### src/rtl/fetch_if.sv
`default_nettype none
// ============================================================================
//  Module   : fetch_if
//  Purpose  : Instruction-memory request/response bus between the fetch
//             stage (master) and instruction memory (slave).
//  Revision : 1.0  initial release
// ============================================================================
interface fetch_if #(
    parameter int XLEN = 32
);
    logic            imem_req;
    logic [XLEN-1:0] imem_addr;
    logic            imem_ready;
    logic            imem_rvalid;
    logic [XLEN-1:0] imem_rdata;

    modport master (
        output imem_req,
        output imem_addr,
        input  imem_ready,
        input  imem_rvalid,
        input  imem_rdata
    );

    modport slave (
        input  imem_req,
        input  imem_addr,
        output imem_ready,
        output imem_rvalid,
        output imem_rdata
    );
endinterface
`default_nettype wire

### src/rtl/fetch.sv
`default_nettype none
// ============================================================================
//  Module   : fetch
//  Purpose  : RV32I instruction fetch stage. Owns the PC, keeps exactly one
//             instruction-memory request in flight, applies decode-stage
//             redirects and drives the IF/ID pipeline register.
//  Revision : 1.0  initial release
// ============================================================================
module fetch #(
    parameter int               XLEN      = 32,
    parameter logic [XLEN-1:0]  RESET_PC  = 32'h0000_0000,
    parameter logic [XLEN-1:0]  NOP_INSTR = 32'h0000_0013
) (
    input  wire logic            clk,
    input  wire logic            rst_n,
    fetch_if.master              imem,
    input  wire logic [1:0]      pc_sel,
    input  wire logic            br_true,
    input  wire logic [XLEN-1:0] br_decode,
    input  wire logic [XLEN-1:0] jal_decode,
    input  wire logic [XLEN-1:0] jalr_decode,
    input  wire logic            stall_if,
    input  wire logic            flush_if,
    output logic      [XLEN-1:0] pc_decode,
    output logic      [XLEN-1:0] instr_decode,
    output logic                 valid_decode
);

    typedef enum logic [1:0] {
        S_REQ  = 2'd0,
        S_WAIT = 2'd1,
        S_HOLD = 2'd2
    } state_t;

    state_t          state, state_nxt;
    logic [XLEN-1:0] pc, pc_nxt;
    logic            drop, drop_nxt;
    logic [XLEN-1:0] hold_buf, hold_buf_nxt;

    logic            redirect;
    logic [XLEN-1:0] target_raw;
    logic [XLEN-1:0] target;
    logic [XLEN-1:0] pc_plus4;
    logic            deliver;
    logic [XLEN-1:0] deliver_word;

    // Redirect decode: a stalled decode stage cannot redirect; target is word aligned
    always_comb begin
        redirect = !stall_if &&
                   (pc_sel == 2'd2 || pc_sel == 2'd3 || (pc_sel == 2'd1 && br_true));
        case (pc_sel)
            2'd2:    target_raw = jal_decode;
            2'd3:    target_raw = jalr_decode;
            default: target_raw = br_decode;
        endcase
        target   = target_raw & ~XLEN'(3);
        pc_plus4 = pc + XLEN'(4);
    end

    // Request outputs come straight from state; held low while in reset
    assign imem.imem_req  = rst_n && (state == S_REQ);
    assign imem.imem_addr = pc;

    // Next-state, PC, drop flag and delivery decode
    always_comb begin
        state_nxt    = state;
        pc_nxt       = pc;
        drop_nxt     = drop;
        hold_buf_nxt = hold_buf;
        deliver      = 1'b0;
        deliver_word = imem.imem_rdata;
        case (state)
            S_REQ: begin
                if (imem.imem_ready) begin
                    state_nxt = S_WAIT;
                    drop_nxt  = redirect;
                    if (redirect) pc_nxt = target;
                end else if (redirect) begin
                    pc_nxt = target;
                end
            end
            S_WAIT: begin
                if (imem.imem_rvalid) begin
                    if (drop || redirect) begin
                        // Stale response: throw it away and refetch
                        if (redirect) pc_nxt = target;
                        drop_nxt  = 1'b0;
                        state_nxt = S_REQ;
                    end else if (!stall_if) begin
                        deliver      = 1'b1;
                        deliver_word = imem.imem_rdata;
                        pc_nxt       = pc_plus4;
                        state_nxt    = S_REQ;
                    end else begin
                        hold_buf_nxt = imem.imem_rdata;
                        state_nxt    = S_HOLD;
                    end
                end else if (redirect) begin
                    // Response still in flight: mark it stale, remember the new target
                    drop_nxt = 1'b1;
                    pc_nxt   = target;
                end
            end
            S_HOLD: begin
                if (redirect) begin
                    pc_nxt    = target;
                    state_nxt = S_REQ;
                end else if (!stall_if) begin
                    deliver      = 1'b1;
                    deliver_word = hold_buf;
                    pc_nxt       = pc_plus4;
                    state_nxt    = S_REQ;
                end
            end
            default: begin
                state_nxt = S_REQ;
            end
        endcase
    end

    // FSM and fetch-control state registers
    always_ff @(posedge clk or negedge rst_n) begin
        if (!rst_n) begin
            state    <= S_REQ;
            pc       <= RESET_PC;
            drop     <= 1'b0;
            hold_buf <= '0;
        end else begin
            state    <= state_nxt;
            pc       <= pc_nxt;
            drop     <= drop_nxt;
            hold_buf <= hold_buf_nxt;
        end
    end

    // IF/ID register: flush beats stall beats delivery, otherwise a bubble
    always_ff @(posedge clk or negedge rst_n) begin
        if (!rst_n) begin
            pc_decode    <= '0;
            instr_decode <= NOP_INSTR;
            valid_decode <= 1'b0;
        end else if (flush_if) begin
            pc_decode    <= '0;
            instr_decode <= NOP_INSTR;
            valid_decode <= 1'b0;
        end else if (stall_if) begin
            pc_decode    <= pc_decode;
            instr_decode <= instr_decode;
            valid_decode <= valid_decode;
        end else if (deliver) begin
            pc_decode    <= pc;
            instr_decode <= deliver_word;
            valid_decode <= 1'b1;
        end else begin
            pc_decode    <= '0;
            instr_decode <= NOP_INSTR;
            valid_decode <= 1'b0;
        end
    end

endmodule
`default_nettype wire

### src/flat_wrapper.sv
// flat-port wrapper written by rule: the top's interface ports become plain ports
module fetch_flat 
#(
    parameter int               XLEN      = 32,
    parameter logic [XLEN-1:0]  RESET_PC  = 32'h0000_0000,
    parameter logic [XLEN-1:0]  NOP_INSTR = 32'h0000_0013
)
  (clk, rst_n, pc_sel, br_true, br_decode, jal_decode, jalr_decode, stall_if, flush_if, pc_decode, instr_decode, valid_decode, imem_imem_req, imem_imem_addr, imem_imem_ready, imem_imem_rvalid, imem_imem_rdata);
  fetch_if #(.XLEN(XLEN)) imem_i ();
  input  wire logic clk;
  input  wire logic rst_n;
  input  wire logic [1:0] pc_sel;
  input  wire logic br_true;
  input  wire logic [XLEN-1:0] br_decode;
  input  wire logic [XLEN-1:0] jal_decode;
  input  wire logic [XLEN-1:0] jalr_decode;
  input  wire logic stall_if;
  input  wire logic flush_if;
  output logic      [XLEN-1:0] pc_decode;
  output logic      [XLEN-1:0] instr_decode;
  output logic valid_decode;
  output wire logic [$bits(imem_i.imem_req)-1:0] imem_imem_req;
  output wire logic [$bits(imem_i.imem_addr)-1:0] imem_imem_addr;
  input wire logic [$bits(imem_i.imem_ready)-1:0] imem_imem_ready;
  input wire logic [$bits(imem_i.imem_rvalid)-1:0] imem_imem_rvalid;
  input wire logic [$bits(imem_i.imem_rdata)-1:0] imem_imem_rdata;
  assign imem_imem_req = imem_i.imem_req;
  assign imem_imem_addr = imem_i.imem_addr;
  assign imem_i.imem_ready = imem_imem_ready;
  assign imem_i.imem_rvalid = imem_imem_rvalid;
  assign imem_i.imem_rdata = imem_imem_rdata;
  fetch #(.XLEN(XLEN), .RESET_PC(RESET_PC), .NOP_INSTR(NOP_INSTR)) u_core (.clk(clk), .rst_n(rst_n), .imem(imem_i), .pc_sel(pc_sel), .br_true(br_true), .br_decode(br_decode), .jal_decode(jal_decode), .jalr_decode(jalr_decode), .stall_if(stall_if), .flush_if(flush_if), .pc_decode(pc_decode), .instr_decode(instr_decode), .valid_decode(valid_decode));
endmodule
### config.mk
export PLATFORM = sky130hd
export DESIGN_NAME = fetch_flat
export DESIGN_NICKNAME = d
export VERILOG_FILES = /design/src/rtl/fetch_if.sv /design/src/rtl/fetch.sv /design/src/flat_wrapper.sv
export SDC_FILE = /design/constraint.sdc
export NUM_CORES = 1
export LEC_CHECK = 0
export CAP_MARGIN = 40
export CORE_MARGIN = 5
export CORE_UTILIZATION = 35
export CTS_CLUSTER_SIZE = 28
export DETAILED_ROUTE_END_ITERATION = 10
export GPL_TIMING_DRIVEN = 0
export HOLD_SLACK_MARGIN = 0.03
export PLACE_DENSITY = 0.75
export SLEW_MARGIN = 0
export SYNTH_ARGS = -nofsm -noshare
export SYNTH_HDL_FRONTEND = slang
export SYNTH_SLANG_ARGS = --single-unit
### constraint.sdc
create_clock -name clk -period 2.4 [get_ports clk]
set_input_delay 0.48 -clock clk [delete_from_list [all_inputs] [get_ports clk]]
set_output_delay 0.48 -clock clk [all_outputs]
set_load 0.02 [all_outputs]
* Word-level counts from Yosys, hierarchy flattened *
Index checks and enable logic that the tools add are counted.

cells by class
  muxes and demuxes = 35
  reduce and logical (&&, ||, !) cells = 13
  bitwise operators = 1
  add/subtract/negate cells = 1
  eq/ne operators = 11

operators by type and width
  kind                                                                     count
  32-bit two-way mux                                                       13
  32-bit case mux with 3 select lines                                      1
  32-bit case mux with 2 select lines                                      1
  32-bit by 3-bit adder with 32-bit output, second input constant          1
  2-bit two-way mux                                                        6
  1-bit two-way mux                                                        11
  3-bit by 2-bit inequality test with 1-bit output, second input constant  3
  4-bit AND reduction                                                      2
  2-bit == test, second input constant                                     3
  2-bit case mux with 3 select lines                                       1
  2-bit by 1-bit == test with 1-bit output, second input constant          2
  2-bit inequality test, second input constant                             2
  1-bit case mux with 2 select lines                                       2
  1-bit logical AND                                                        3
  1-bit logical OR                                                         3
  3-bit AND reduction                                                      1
  3-bit nonzero test                                                       1
  2-bit logical NOT                                                        1
  2-bit by 1-bit inequality test with 1-bit output, second input constant  1
  2-bit nonzero test                                                       1
  1-bit logical NOT                                                        1
  1-bit NOT                                                                1

word-level totals
  logic and storage cells = 68
  output and inout port bits = 98
  bits in registers = 132
  bits of input ports = 137

* Logic depth before layout (Yosys ltp) *
Gate-level depths: netlist of run 1.

  word-level depth = 11
  mapped depth = 9

* Least setup slack after synthesis of run 1 *
No wires, ideal clock.

  path type = flip-flop to flip-flop
  from = register u_core.state[0]
  to = register u_core.pc[3] (netlist: u_core.imem.imem_addr[3])
  buffers on the path = 1
  data arrival time = 1.921 ns
  slack = 0.361 ns
  data required time = 2.282 ns
  stages on the path, launching flop included = 9
  period minus slack after synthesis = 2.039 ns
  setup time = 0.118 ns
  path through = dfrtp_1 -> inv_1 -> ha_1 -> or3b_1 -> and3_1 -> buf_2 -> a2bb2oi_1 -> nand2_1 -> a21o_1

between the ends
  longest elaborated chain between the ends = 2

ends and longest elaborated chain
  what                                                                       RTL line      text
  from (decl)                                                                fetch.sv:35   state_t state, state_nxt;
  from (signal assigned)                                                     fetch.sv:129  state <= state_nxt;
  2-bit == test (tied with other cells)                                      fetch.sv:72   case (state)
  32-bit case mux with 3 select lines or 3-bit nonzero test (tied branches)  n/a
  to (signal assigned)                                                       fetch.sv:130  pc <= pc_nxt;
  to (decl)                                                                  fetch.sv:36   logic [XLEN-1:0] pc, pc_nxt;

Several ways; a longest one is shown, not always the timed one.
A chain may end at the register's enable or synchronous reset.

* Worst setup path after layout of run 1 *
  from = input stall_if
  to = register u_core.pc_decode[30]

between the ends
  longest elaborated chain between the ends = 9

ends and longest elaborated chain
  what                                RTL line            text
  from (decl)                         flat_wrapper.sv:17  input wire logic stall_if;
  1-bit logical NOT                   n/a
  1-bit logical AND                   fetch.sv:49         redirect = !stall_if &&
  1-bit logical OR                    fetch.sv:84         if (drop || redirect) begin
  1-bit two-way mux                   fetch.sv:84
  1-bit two-way mux                   fetch.sv:83         if (imem.imem_rvalid) begin
  1-bit case mux with 2 select lines  fetch.sv:72
  32-bit two-way mux                  fetch.sv:150        end else if (deliver) begin
  32-bit two-way mux                  fetch.sv:146        end else if (stall_if) begin
  32-bit two-way mux                  fetch.sv:142        end else if (flush_if) begin
  to (signal assigned)                fetch.sv:147        pc_decode <= pc_decode;
  to (signal assigned)                fetch.sv:151        pc_decode <= pc;
  to (decl)                           fetch.sv:24         output logic [XLEN-1:0] pc_decode,

Several ways; a longest one is shown, not always the timed one. The select of a mux whose other input is x is not followed.

==> impl_metrics.toml, run 1 <==
[floorplan]
dieWidth_um = 150
ios = 235
die_h_um = 150
die_area_um2 = 22400
initial_core_util = 0.353
core-area_um2 = 19300
fp-row-count = 51

[sta]
slew_viol_final = 0
slew_headroom = 0.483
finalHoldViolCount = 0
fin_crit_sh = 0.951
worst_clock_skew_ns = 0.00893
setup_viol = 0
whs_ns = 0.0341
fmax_mhz = 438
min_period_ns = 2.28
tightestPinTransition_ns = 0.769

[synth]
synth.most_common_cell = "dfrtp_1"
syn_area_per_cell_um2 = 10.3
synth-edff-count = 0
syn_area_um2 = 6820
synthTopCellsByArea = "dfrtp_1 47%, mux2i_1 9.1%, mux2_2 5.3%, nand2_1 4.0%, o21ai_0 3.4%"
synth_cells = 661
yosys_warnings = 0
yosysTopAreaCellShare = 0.473
synth-seq-cells = 132
syn_nets = 803
async_flop_share = 1.00
yosys.area.top_type = "dfrtp_1"
synth.distinct_cells = 64
yosys_most_used_dff = "dfrtp_1"
synth_commonest_cells = "129 x dfrtp_1, 72 x nand2_1, 62 x mux2i_1, 46 x o21ai_0, 36 x a21oi_1"
seq_area_frac_synth = 0.485

[cts]
cts_root_buffer = "clkbuf_16"
clk_latency_ns = 0.42
cts_max_path_buffers = 2
cts_buffers = 17
h-tree-depth = 4
path_clk_slew_ns = 0.06
cts_tree = "built"
cts.sinks = 132

[critical_path]
critPathLaunchType = "input pin"
required_ns = 2.75
worstPathArrival_ns = 2.64
r2r_cells = 9
end_kind = "flip-flop"
cp_max_fo = 10
crit_type = "in2reg"

[drt]
dr.first_iter.drc_count = 485
vias_per_cell = 5.29
wl_per_cell_um = 19.2
vias = 6289
drt_pre_antenna_iters = 5
ant_nets = 0
drcViolationCount = 0
wl_um = 22900

[global_routing]
grt.total_usage = 0.206
grt_max_degree = 64
overflow = 0
grt_pass1_vias = 6311
antenna_found_initial = 1
grt_pass1_wl_um = 35400

[outcome]
status = "complete, no violations"

[layout]
fill_cells = 1707
multi_input_area_um2 = 3250
layout.nets = 1053
drive_gt1_frac = 0.125
syn_to_final_growth_pct = 49.8
seq_area_um2 = 3310
finalInstanceArea_um2 = 10200

[place]
io_buffers = 226
routabilityCongestion = 0.934
dpl.hpwl_um = 17100
placed_cell_area_um2 = 9450

[power]
power.density_nw_per_um2 = 860
power_mw = 8.79
leakage_nw = 4.47
ir_worst_vdd_mv = 0.434

[worst_hold_path]
hp-class = "in2async"

[run]
maxCapViolCount = 0
==> through the flow <==
step	cells	utilization	setup WS (ns)	setup TNS [ns]
after global routing	1189	0.528	-0.0242	-0.0242
after detailed placement	1153	0.489	-0.480	-33.51
after CTS	1188	0.527	0.0557	0
after global placement	1152	0.487	-4.73	-628.21
final	1189	0.528	0.118	0
after floorplan	661	-	0.361	0
==> report_power, final <==
group          switching [mW]  internal, mW  total [mW]
logic                    1.44          1.33        2.78
clock network           0.932          1.81        2.75
registers               0.533          2.73        3.26
==> layer usage <==
layer  vias up  global-route usage  share of wire
met4         0              0.0938          0.029
met3        37              0.0418          0.064
li1       2939                   -              -
met1      3043               0.267           0.42
met2       270               0.332           0.49
met5         -                   0              0
==> path summary, 6_finish.rpt <==
kind | from | to | slack (ns)
worst max register to register | u_core.state[1] | u_core.imem.imem_addr[8] | 0.13
worst min-delay path | rst_n | u_core.pc_decode[15] | 0.03
max in group asynchronous | rst_n | u_core.instr_decode[4] | 1.56
min in group clk | u_core.valid_decode | u_core.valid_decode | 0.47
worst max-delay path | stall_if | u_core.pc_decode[30] | 0.12
worst min register to register | u_core.valid_decode | u_core.valid_decode | 0.47
==> worst max-delay path, stage by stage <==
cell             delay (ns)
clkdlybuf4s50_1        0.58
buf_6                  0.19
inv_2                  0.05
buf_6                  0.13
nor2_2                 0.35
clkbuf_1               0.60
a22o_1                 0.25
==> cell type report <==
type                       instances  share of cell area
antenna                            1            0.000245
buffer                            44              0.0250
clock buffer                      23              0.0468
clock inverter                     8              0.0146
inverter                          14             0.00514
multi-input combinational        471               0.318
sequential                       132               0.324
tap                              265              0.0325
timing repair buffer             231               0.234
==> registers in the layout, indices dropped and copies added (netlist names) <==
signal,count
u_core.pc_decode,32
u_core.state,2
u_core.drop,1
u_core.valid_decode,1
u_core.imem.imem_addr,32
u_core.hold_buf,32
u_core.instr_decode,32
==> timing repair <==
item / 4_1_cts / 5_1_grt
hold buffers: 3 / 0
endpoints found under the hold margin: 63 / 0
setup buffers: 0 / 0
pin swaps: 0 / 1
gates cloned: 1 / 0
resized for setup: 7 / 10
endpoints found under the setup margin: 30 / 40
==> logic make-up after synthesis <==
logic type      synth area share
compound gates             0.188
simple gates               0.130
flops                      0.485
mux                        0.144
buf+inv                   0.0440
fa+ha+maj                0.00917
==> cells in the final DEF (no fill, tap or decap), drive strengths merged, types with 5 or more instances in the layout <==
cell type,count
and3,6
buf,28
a31oi,9
o311ai,7
a21oi,36
o211ai,21
o21ai,66
nor2,35
nand3,21
mux2,32
and2,8
dfrtp,129
a22oi,5
mux2i,62
nor3,9
clkbuf,43
ha,5
clkdlybuf4s50,224
inv,14
nand2,73
a22o,24
(Power assumes the default switching activity.)
==> inputs of run 2 (changes only) <==
--- a/config.mk
+++ b/config.mk
@@ -7,12 +7,12 @@
 export LEC_CHECK = 0
 export CAP_MARGIN = 40
 export CORE_MARGIN = 5
-export CORE_UTILIZATION = 35
+export CORE_UTILIZATION = 46
 export CTS_CLUSTER_SIZE = 28
 export DETAILED_ROUTE_END_ITERATION = 10
 export GPL_TIMING_DRIVEN = 0
 export HOLD_SLACK_MARGIN = 0.03
-export PLACE_DENSITY = 0.75
+export PLACE_DENSITY = 0.92
 export SLEW_MARGIN = 0
 export SYNTH_ARGS = -nofsm -noshare
 export SYNTH_HDL_FRONTEND = slang
==> constraint.sdc (replaced) <==
create_clock -name clk -period 2.4 [get_ports clk]
set_input_delay 0.6 -clock clk [delete_from_list [all_inputs] [get_ports clk]]
set_output_delay 0.6 -clock clk [all_outputs]
set_load 0.02 [all_outputs]
==> impl_metrics.toml, run 2 (synthesis results as in run 1) <==
[global_routing]
overflow = 0
antenna_found_initial = 0
grt_pass1_vias = 6689
grt_pass1_wl_um = 36700
grt.total_usage = 0.265
grt_max_degree = 35

[power]
ir_worst_vdd_mv = 0.524
leakage_nw = 4.52
power_mw = 8.67
power.density_nw_per_um2 = 852

[sta]
finalHoldViolCount = 0
fmax_mhz = 431
slew_headroom = 0.579
slew_viol_final = 0
rsz0062_at_grt = "no"
setup_viol = 0
min_period_ns = 2.32
tightestPinTransition_ns = 0.626
fin_crit_sh = 0.966
finalSetupTns_ns = 0
worst_clock_skew_ns = 0.00615
whs_ns = 0.155
timing.final.ws_setup_ns = 0.0807

[cts]
clk_latency_ns = 0.42
cts_root_buffer = "clkbuf_16"
cts_max_path_buffers = 2
h-tree-depth = 4
cts.sinks = 132
cts_buffers = 17
path_clk_slew_ns = 0.05
cts_tree = "built"

[drt]
wl_um = 23500
ant_nets = 0
drcViolationCount = 0
dr.first_iter.drc_count = 804
vias_per_cell = 5.96
vias = 6639
drt_pre_antenna_iters = 5
wl_per_cell_um = 21.1

[critical_path]
crit_type = "in2reg"
cp_max_fo = 10
critPathLaunchType = "input pin"
rrSetupSlack_ns = 0.10
end_kind = "flip-flop"
required_ns = 2.67
worstPathArrival_ns = 2.59

[run]
maxCapViolCount = 0

[layout]
most-common-layout-cells = "224 x clkdlybuf4s50_1, 129 x dfrtp_1, 71 x nand2_1"
syn_to_final_growth_pct = 49.0
drive_gt1_frac = 0.144
layout.nets = 1061
fin_cells = 1114
finalInstanceArea_um2 = 10200
postLayoutCoreUtil = 0.700
n_antenna_cell = 0
final_common_cell = "clkdlybuf4s50_1"

[place]
dpl.hpwl_um = 16900
io_buffers = 226
dp.cells = 1072
place_ws_ns = -0.582
placed_cell_area_um2 = 9340
routabilityCongestion = 0.941

[worst_hold_path]
hp-class = "in2async"

[floorplan]
die_area_um2 = 17400
die_h_um = 132
ios = 235
dieWidth_um = 132
core-area_um2 = 14500
fp-row-count = 44
initial_core_util = 0.469

[outcome]
status = "complete, no violations"
[run 2: cell count changes in the layout (fill, tap and decap cells not counted), sizes merged]
| cell | change |
|---|---|
| clkbuf | -1 |
| buf | +8 |
| clkinvlp | +2 |
| bufbuf | +1 |
| dlygate4sd3 | -1 |
| bufinv | -2 |
| diode | -1 |
[run 2: final cells by class]
cell class | instances | area (um^2)
repair buffers | 239 | 2460
flip-flops and latches | 132 | 3310
well taps | 184 | 230
clock inverters | 8 | 100
fillers | 1001 | 4370
clock buffers | 22 | 494
multi-input cells | 471 | 3260
inverters | 14 | 52.6
plain buffers | 44 | 268
[run 2: path summary, 6_finish.rpt]
kind / cells past startpoint / start / endpoint
worst min register to register: 2 / u_core.pc_decode[29] / u_core.pc_decode[29]
worst max-delay path: 8 / stall_if / u_core.imem.imem_addr[22]
worst max register to register: 7 / u_core.state[0] / u_core.imem.imem_addr[27]
max in group asynchronous: 2 / rst_n / u_core.state[1]
min in group clk: 2 / u_core.pc_decode[29] / u_core.pc_decode[29]
worst min-delay path: 1 / rst_n / u_core.instr_decode[1]
[run 2: worst max-delay path, stage by stage]
cell             delay (ns)
clkdlybuf4s50_1        0.47
buf_6                  0.18
nand4b_1               0.27
nor3_4                 0.30
buf_2                  0.30
a31oi_1                0.12
o21ai_0                0.20
o211ai_1               0.14
[run 2: power breakdown]
group | switching, mW | internal [mW]
logic | 1.47 | 1.35
clock network | 0.931 | 1.65
registers | 0.540 | 2.73
total | 2.94 | 5.73
[run 2: metal layers]
metal / share of wire / global-route usage
met1: 0.39 / 0.326
met2: 0.48 / 0.433
met3: 0.077 / 0.0561
met4: 0.059 / 0.150
met5: 0 / 0
[run 2: repair_timing]
| action | CTS | global route |
|---|---|---|
| hold buffers | 1 | 0 |
| resized for setup | 7 | 32 |
| endpoints found under the setup margin | 52 | 56 |
| endpoints found under the hold margin | 29 | 0 |
| cloned | 2 | 0 |
| pin swaps | 1 | 2 |
| buffers inserted | 3 | 6 |
==> inputs of run 3 (changes only) <==
--- a/config.mk
+++ b/config.mk
@@ -5,7 +5,7 @@
 export SDC_FILE = /design/constraint.sdc
 export NUM_CORES = 1
 export LEC_CHECK = 0
-export CAP_MARGIN = 40
+export CAP_MARGIN = 20
 export CORE_MARGIN = 5
 export CORE_UTILIZATION = 46
 export CTS_CLUSTER_SIZE = 28
@@ -13,6 +13,7 @@
 export GPL_TIMING_DRIVEN = 0
 export HOLD_SLACK_MARGIN = 0.03
 export PLACE_DENSITY = 0.92
+export RECOVER_POWER = 50
 export SLEW_MARGIN = 0
 export SYNTH_ARGS = -nofsm -noshare
 export SYNTH_HDL_FRONTEND = slang
==> constraint.sdc (replaced) <==
create_clock -name clk -period 2.4 [get_ports clk]
set_input_delay 0.36 -clock clk [delete_from_list [all_inputs] [get_ports clk]]
set_output_delay 0.36 -clock clk [all_outputs]
set_load 0.02 [all_outputs]
==> impl_metrics.toml, run 3 (synthesis results as in run 1) <==
[critical_path]
slowest_stage = "nor4_4"
path_cells = "inv_1 > ha_2 > a21o_1 > nand2_2 > nor4_4 > buf_2 > a22o_1"
required_ns = 2.75
critPathLaunchType = "flip-flop"
cp_max_fo = 10
slowest_delay_ns = 0.63
rrSetupSlack_ns = 0.05
worstPathArrival_ns = 2.69
crit_type = "reg2reg"
end_kind = "flip-flop"

[global_routing]
grt_pass1_vias = 6636
grt.total_usage = 0.262
overflow = 0
grt_pass1_wl_um = 36400
antenna_found_initial = 1
grt_max_degree = 67

[cts]
clk_latency_ns = 0.41
cts_max_path_buffers = 2
cts.sinks = 132
cts_tree = "built"
cts_root_buffer = "clkbuf_16"
cts_buffers = 17
path_clk_slew_ns = 0.06
h-tree-depth = 4

[drt]
ant_nets = 0
wl_per_cell_um = 20.9
wl_um = 23200
drt_pre_antenna_iters = 7
vias_per_cell = 5.95
dr.first_iter.drc_count = 680
drcViolationCount = 0
vias = 6598

[sta]
tightestPinTransition_ns = 1.39
fin_crit_sh = 0.978
min_period_ns = 2.35
worst_clock_skew_ns = 0.00616
finalHoldViolCount = 0
timing.final.ws_setup_ns = 0.0528
slew_viol_final = 0
fmax_mhz = 426
slew_headroom = 0.0705
setup_viol = 0

[outcome]
status = "complete, no violations"

[floorplan]
initial_core_util = 0.469
ios = 235
dieWidth_um = 132
core-area_um2 = 14500
die_area_um2 = 17400
fp-row-count = 44
die_h_um = 132

[layout]
layout.nets = 1054
finalInstanceArea_um2 = 10000
fill_cells = 1021
drive_gt1_frac = 0.126
syn_to_final_growth_pct = 46.7
most-common-layout-cells = "223 x clkdlybuf4s50_1, 129 x dfrtp_1, 72 x nand2_1"
final_common_cell = "clkdlybuf4s50_1"

[run]
maxCapViolCount = 0

[place]
placed_cell_area_um2 = 9340
dpl.hpwl_um = 16900
io_buffers = 226
routabilityCongestion = 0.941
place_ws_ns = -0.342

[worst_hold_path]
hp-class = "in2reg"

[power]
leakage_nw = 4.43
ir_worst_vdd_mv = 0.518
power.density_nw_per_um2 = 860
run 3: cell types whose count changed in the layout (fill, tap and decap cells not counted), sizes merged:
cell,delta
dlygate4sd3,+2
clkdlybuf4s50,-1
diode,+1
clkbuf,+3
dlygate4sd2,-1
buf,-10
dlymetal6s2s,+2
bufbuf,-2
run 3: metrics by stage:
step | hold slack, ns | util | total power, mW | TNS (ns) | instances
after floorplan | 0.0644 | - | 4.70 | 0 | 661
after global placement | 0.461 | 0.641 | 5.83 | -571.62 | 1071
after detailed placement | 0.389 | 0.643 | 5.94 | -15.54 | 1072
after CTS | 0.424 | 0.691 | 8.54 | 0 | 1106
after global routing | 0.487 | 0.689 | 9.00 | -0.000564 | 1108
final | 0.446 | 0.689 | 8.61 | 0 | 1108
run 3: area by class of cell:
class	instances	area [um^2]	area share
Antenna cell	1	2.50	0.000250
Buffer	44	258	0.0257
Clock buffer	22	494	0.0494
Clock inverter	8	100	0.0100
Inverter	14	52.6	0.00525
Multi-Input combinational cell	471	3250	0.325
Sequential cell	132	3310	0.330
Tap cell	184	230	0.0230
Timing Repair Buffer	232	2320	0.231
run 3: critical path, delay by kind of cell, from the launching register on:
kind	cells	cell delay (ns)
fa+ha+maj	1	0.25
compound gates	2	0.35
buf+inv	2	0.54
simple gates	2	0.72
flops	1	0.42
run 3: path summary, 6_finish.rpt:
path / start / to / cells past startpoint
setup / recovery: u_core.state[1] / u_core.pc_decode[17] / 7
hold / removal: pc_sel[1] / u_core.imem.imem_addr[7] / 5
setup reg to reg: u_core.state[1] / u_core.pc_decode[17] / 7
hold reg to reg: u_core.pc_decode[29] / u_core.pc_decode[29] / 2
max in group asynchronous: rst_n / u_core.instr_decode[16] / 4
min in group asynchronous: rst_n / u_core.instr_decode[1] / 2
run 3: power by group:
part	switching, mW	internal, mW
logic	1.45	1.32
clock network	0.927	1.65
registers	0.534	2.73
run 3: layer usage:
metal | part of all wire | wire length [um] | GRT usage | vias up
met3 | 0.080 | 1870 | 0.0607 | 82
li1 | - | - | - | 2947
met1 | 0.38 | 8930 | 0.323 | 3190
met4 | 0.051 | 1180 | 0.139 | 0
met5 | 0 | 0 | 0 | -
met2 | 0.48 | 11200 | 0.429 | 379
run 3: what timing repair did:
action,in CTS,in global routing
pin swaps,0,1
hold endpoints to repair,63,0
hold buffers,4,0
setup buffers,0,1
resized for setup,2,17
setup endpoints to repair,2,53
